==> src/rtl/grade_digito_amostrador.sv <==
// 11x11 box-averaging digit-grid sampler over a fixed ROI of a raster luma stream.
// Optional GRADE_INVERTE_EN: accumulate 255-pix_luma instead of pix_luma.
module grade_digito_amostrador #(
   parameter int ROI_X0      = 160,
   parameter int ROI_Y0      = 120,
   parameter int CELL_W_LOG2 = 3,
   parameter int CELL_H_LOG2 = 3
) (
   input  logic                    clk,
   input  logic                    rst,
   input  logic                    start,
   input  logic                    frame_start,
   input  logic                    pix_valid,
   input  logic [9:0]              pix_x,
   input  logic [9:0]              pix_y,
   input  logic [7:0]              pix_luma,
   output logic                    busy,
   output logic                    grid_valid,
   output logic [10:0][10:0][7:0]  numero
);

   localparam int N     = 11;
   localparam int SHIFT = CELL_W_LOG2 + CELL_H_LOG2;
   localparam int ACC_W = 8 + SHIFT;
   localparam logic [9:0] X0_C = 10'(ROI_X0);
   localparam logic [9:0] Y0_C = 10'(ROI_Y0);
   localparam logic [9:0] W_C  = 10'(N << CELL_W_LOG2);
   localparam logic [9:0] H_C  = 10'(N << CELL_H_LOG2);
   localparam logic [9:0] CW_M = 10'((1 << CELL_W_LOG2) - 1);
   localparam logic [9:0] CH_M = 10'((1 << CELL_H_LOG2) - 1);

   typedef enum logic [1:0] {
      IDLE       = 2'd0,
      WAIT_FRAME = 2'd1,
      CAPTURE    = 2'd2,
      DONE       = 2'd3
   } state_t;

   state_t            state_r;
   state_t            state_next_s;
   logic [9:0]        dx_s;
   logic [9:0]        dy_s;
   logic              in_roi_s;
   logic [3:0]        col_s;
   logic [3:0]        row_s;
   logic [7:0]        lum_s;
   logic              restart_s;
   logic              accept_s;
   logic              close_s;
   logic              pub_s;
   logic [ACC_W-1:0]  acc_sel_s;
   logic [ACC_W-1:0]  sum_s;
   logic [7:0]        avg_s;
   logic [ACC_W-1:0]  acc_r  [N];
   logic [7:0]        work_r [N][N];

   // Pixel decode: ROI offset, cell indices, acceptance and running cell sum.
   always_comb begin
      dx_s      = pix_x - X0_C;
      dy_s      = pix_y - Y0_C;
      // Offsets left/above the ROI wrap to large values, so one compare covers both edges.
      in_roi_s  = (dx_s < W_C) && (dy_s < H_C);
      col_s     = 4'(dx_s >> CELL_W_LOG2);
      row_s     = 4'(dy_s >> CELL_H_LOG2);
`ifdef GRADE_INVERTE_EN
      lum_s     = 8'd255 - pix_luma;
`else
      lum_s     = pix_luma;
`endif
      restart_s = frame_start && ((state_r == WAIT_FRAME) || (state_r == CAPTURE));
      accept_s  = pix_valid && in_roi_s && ((state_r == CAPTURE) || restart_s);
      close_s   = accept_s && ((dx_s & CW_M) == CW_M) && ((dy_s & CH_M) == CH_M);
      pub_s     = accept_s && (state_r == CAPTURE) && !restart_s &&
                  (dx_s == W_C - 10'd1) && (dy_s == H_C - 10'd1);
      acc_sel_s = '0;
      for (int c = 0; c < N; c++) begin
         acc_sel_s = (col_s == 4'(c)) ? acc_r[c] : acc_sel_s;
      end
      sum_s     = (restart_s ? {ACC_W{1'b0}} : acc_sel_s) + ACC_W'(lum_s);
      avg_s     = 8'(sum_s >> SHIFT);
   end

   // Next-state logic of the capture sequencer.
   always_comb begin
      state_next_s = state_r;
      case (state_r)
         IDLE: begin
            if (start) state_next_s = WAIT_FRAME;
            else       state_next_s = IDLE;
         end
         WAIT_FRAME: begin
            if (frame_start) state_next_s = CAPTURE;
            else             state_next_s = WAIT_FRAME;
         end
         CAPTURE: begin
            if (pub_s) state_next_s = DONE;
            else       state_next_s = CAPTURE;
         end
         DONE:    state_next_s = IDLE;
         default: state_next_s = IDLE;
      endcase
   end

   // State register and registered status outputs.
   always_ff @(posedge clk) begin
      if (rst) begin
         state_r    <= IDLE;
         busy       <= 1'b0;
         grid_valid <= 1'b0;
      end else begin
         state_r    <= state_next_s;
         busy       <= (state_next_s == WAIT_FRAME) || (state_next_s == CAPTURE);
         grid_valid <= pub_s;
      end
   end

   // Per-column accumulators; a closing cell hands its sum over and restarts at zero.
   always_ff @(posedge clk) begin
      if (rst) begin
         for (int c = 0; c < N; c++) acc_r[c] <= '0;
      end else begin
         for (int c = 0; c < N; c++) begin
            if (accept_s && (col_s == 4'(c))) acc_r[c] <= close_s ? {ACC_W{1'b0}} : sum_s;
            else if (restart_s)               acc_r[c] <= '0;
         end
      end
   end

   // Working grid: cleared at the start of each capture, filled as cells close.
   always_ff @(posedge clk) begin
      if (rst) begin
         for (int r = 0; r < N; r++)
            for (int c = 0; c < N; c++) work_r[r][c] <= 8'd0;
      end else begin
         if (restart_s) begin
            for (int r = 0; r < N; r++)
               for (int c = 0; c < N; c++) work_r[r][c] <= 8'd0;
         end
         if (close_s) work_r[row_s][col_s] <= avg_s;
      end
   end

   // Published grid; the final cell is forwarded directly since it closes on the same edge.
   always_ff @(posedge clk) begin
      if (rst) begin
         numero <= '0;
      end else if (pub_s) begin
         for (int r = 0; r < N; r++)
            for (int c = 0; c < N; c++) numero[r][c] <= work_r[r][c];
         numero[N-1][N-1] <= avg_s;
      end
   end

endmodule
==> config.mk <==
export PLATFORM = sky130hd
export DESIGN_NAME = grade_digito_amostrador
export DESIGN_NICKNAME = d
export VERILOG_FILES = /design/src/rtl/grade_digito_amostrador.sv
export SDC_FILE = /design/constraint.sdc
export NUM_CORES = 2
export LEC_CHECK = 0
export ABC_CLOCK_PERIOD_IN_PS = 7000
export BUFFER_PORTS_ARGS = -buffer_cell sky130_fd_sc_hd__buf_2
export CORE_MARGIN = 3
export CORE_UTILIZATION = 40
export CTS_CLUSTER_DIAMETER = 150
export DETAILED_ROUTE_END_ITERATION = 6
export SYNTH_ARGS = -nofsm -noshare
export SYNTH_HDL_FRONTEND = slang
export SYNTH_SLANG_ARGS = --single-unit
export TNS_END_PERCENT = 10
==> constraint.sdc <==
create_clock -name clk -period 7 [get_ports clk]
set_input_delay 1.75 -clock clk [delete_from_list [all_inputs] [get_ports clk]]
set_output_delay 1.75 -clock clk [all_outputs]
set_load 0.05 [all_outputs]
==> impl_metrics.toml <==
[die]
start_util = 0.4048
die_h_um = 443.3
core.rowCount = 159
die_area_um2 = 196600
coreArea_um2 = 189000
ios = 1003
die_w_um = 443.3

[global_routing]
grt_util_met1 = 0.3597
grt_pass1_wl_um = 415100
grtUsageTotal = 0.2921
top_usage_layer = "met2"
grt_pass1_vias = 56667
antenna_found_initial = 9
met2_usage = 0.4713
grt_max_degree = 216
met3_usage = 0.05373
grt_overflow = 0

[sta]
tns_ns = 0
setup_violations = 0
maxClockFrequency_mhz = 173.9
rsz0062_at_grt = "no"
maxSlewHeadroom = 0.1033
fin_skew_ns = 0.03613
min_period_ns = 5.749
post-route-period-util = 0.8213
max_slew.worst_pin.slew_ns = 1.345
fin_worst_hold_slack_ns = 0.4506
hold_viol = 0
finalMaxSlewViolations = 0

[hold_path]
min_from = "numero[410]"
hold_end = "numero[410]"
hold_depth = 2
min_path_type = "flop to flop"

[place]
dp_hpwl_um = 203000
gp_congestion = 0.9107
port-buffer-count = 1002

[power_and_ir_drop]
pwr-share-comb = 0.061
total_power_w = 0.02664
internal_power_w = 0.02022
ir_drop_v = 0.0002242
seq_power_share = 0.503
clock_power_share = 0.436
switching_power_w = 0.006426
power_density_nw_per_um2 = 290.3
p_leak_nw = 34.44
swShare = 0.2412

[yosys]
synth-edff-count = 1114
yosys_most_used_dff = "edfxtp_1"
yosysMostFrequentCell = "nand2_1"
syn_nets = 7392
synth.avg_cell_area_um2 = 10.42
synthMuxAreaShare = 0.006084
ys_top_cells_by_area = "edfxtp_1 44%, dfxtp_1 25%, nand2_1 11%"
ys.warnings.count = 0
ys_types = 79
synth_fa_ha_area_frac = 0.003369
synth_xor_area_frac = 0.001488
synth_top_family_by_area = "simple AND/OR/NAND/NOR gates"
ys_ff_latch = 2086
synth_common_cells = "2157 x nand2_1, 1177 x a21oi_1, 1114 x edfxtp_1"
synth_seq_area_share = 0.6916
synth-simple-area-share = 0.1639
netlist_instances = 7339
async_reset_ff_frac = 0
synth_compound_area_frac = 0.09945
synth_top_cell_area_share = 0.4372
netlist_area_um2 = 76510
synth_largest_area_cell = "edfxtp_1"

[worst_setup_path]
critPathLaunchType = "input pin"
end_kind = "flop"
reg2reg_to = "work_r[9][80]"
cp_cell_sequence = "buf_2 > ha_1 > nor2b_1 > a211oi_1 > ha_1 > inv_1 > fa_1 > nor2b_1 > o21ai_0 > nand2b_1 > a311oi_1 > nor2_1 > xnor2_2 > buf_4 > buf_12 > nor2_1"
crit_arrival_ns = 6.36
crit_slowest_cell = "nor2b_1"
rrSetupSlack_ns = 2.23
cp_max_fo = 30
worst-setup-path-type = "input pin to flop"
worstPathRequired_ns = 7.61
r2r_cells = 10
r2r_start = "state_r[0]"
cpPeakStageDelay_ns = 0.98

[clock_tree]
clk_root_buffer_cell = "clkbuf_16"
cts_sinks = 2086
cts_tree = "yes"
clock_latency_ns = 0.88
post_cts_resized = 0
cts_setup_buffers = 0
clockBufferDepth = 3
cts_buffers = 210
hold_buffers = 0
htree_levels = 4
clkSlewWorstSetupHoldPaths_ns = 0.06

[detailed_routing]
vias = 59450
drtAntennaViolNets = 0
post_drt_wl_per_cell_um = 27.36
drc = 0
drt_iter0_drc = 6457
firstDrtPassIters = 6
avgViaCountPerCell = 5.467
wirelength_um = 297500

[flow_run]
cap_violations = 0

[cells_and_area]
fin_nets = 8239
drive_above_1_share = 0.2064
syn2layout_area_growth_pct = 19.94

[run_status]
outcome = "finished, final reports clean"
## cell usage in the layout (no fill, tap or decap), types with 62 or more instances in the layout
cell type / n
clkbuf_16: 214
buf_2: 1000
a21oi_2: 80
edfxtp_1: 1114
dfxtp_1: 972
nand2_1: 2148
nor2_1: 867
buf_4: 127
buf_12: 62
a21oi_1: 1177
nand2_2: 76
## layout make-up
class | count | area, um^2
clock inverters | 99 | 1200
flip-flops and latches | 2086 | 52910
fillers | 17562 | 97230
clock buffers | 303 | 5969
diodes | 3 | 7.507
well taps | 2495 | 3122
repair buffers | 1190 | 7214
multi-input cells | 4678 | 21270
inverters | 20 | 75.07
## worst max path at each step
stage,start,to
6_report,pix_x[5],work_r[5][34]
3_5_place_dp,pix_x[3],work_r[3][32]
2_1_floorplan,pix_x[5],work_r[5][1]
3_3_place_gp,pix_x[5],work_r[5][8]
5_1_grt,pix_x[5],work_r[3][32]
4_1_cts,pix_x[3],work_r[3][32]
## registers in the layout, indices dropped and copies added (netlist names)
register and flops:
acc_r 154, busy 1, grid_valid 1, numero 968, state_r 2, work_r 960
## logic make-up after synthesis
group / count (synthesis)
and+or+nand+nor: 3205
muxes: 37
DFF: 2086
AOI/OAI and AO/OA: 1403
xor gates and xnor gates: 13
adders and majority gates: 20
buffers and inverters: 575
## power by group through the flow
stage	combinational [W]	sequential (W)	clock (W)
floorplan	0.000766	0.0136	0
global placement	0.00159	0.0137	0
detailed placement	0.00161	0.0137	0
CTS	0.00161	0.0134	0.0117
global route	0.00168	0.0134	0.0122
finish	0.00162	0.0134	0.0116
## critical path: cells and delay by family
kind,cells,cell delay (ns)
XOR/XNOR,1,0.33
buffers and inverters,4,0.85
AO/OA/AOI/OAI,3,1.03
AND/OR/NAND/NOR,5,1.46
adder cells (fa/ha/maj),3,0.89
## metal layers
layer	up-vias	wire (um)
met3	619	23150
met4	2	22220
met1	29616	112100
met5	-	11
met2	2852	140000
li1	26361	-
## per-stage QoR
step	cell area [um^2]	worst slack, ns	util	instances
6_report	91770	1.251	0.4855	10874
5_1_grt	91760	1.017	0.4855	10871
3_5_place_dp	84590	0.5363	0.4476	10469
2_1_floorplan	76510	0.8623	-	7339
3_3_place_gp	84580	0.1703	0.4475	10469
4_1_cts	91760	1.484	0.4855	10871
No activity file was read; power rests on OpenSTA's default activity.
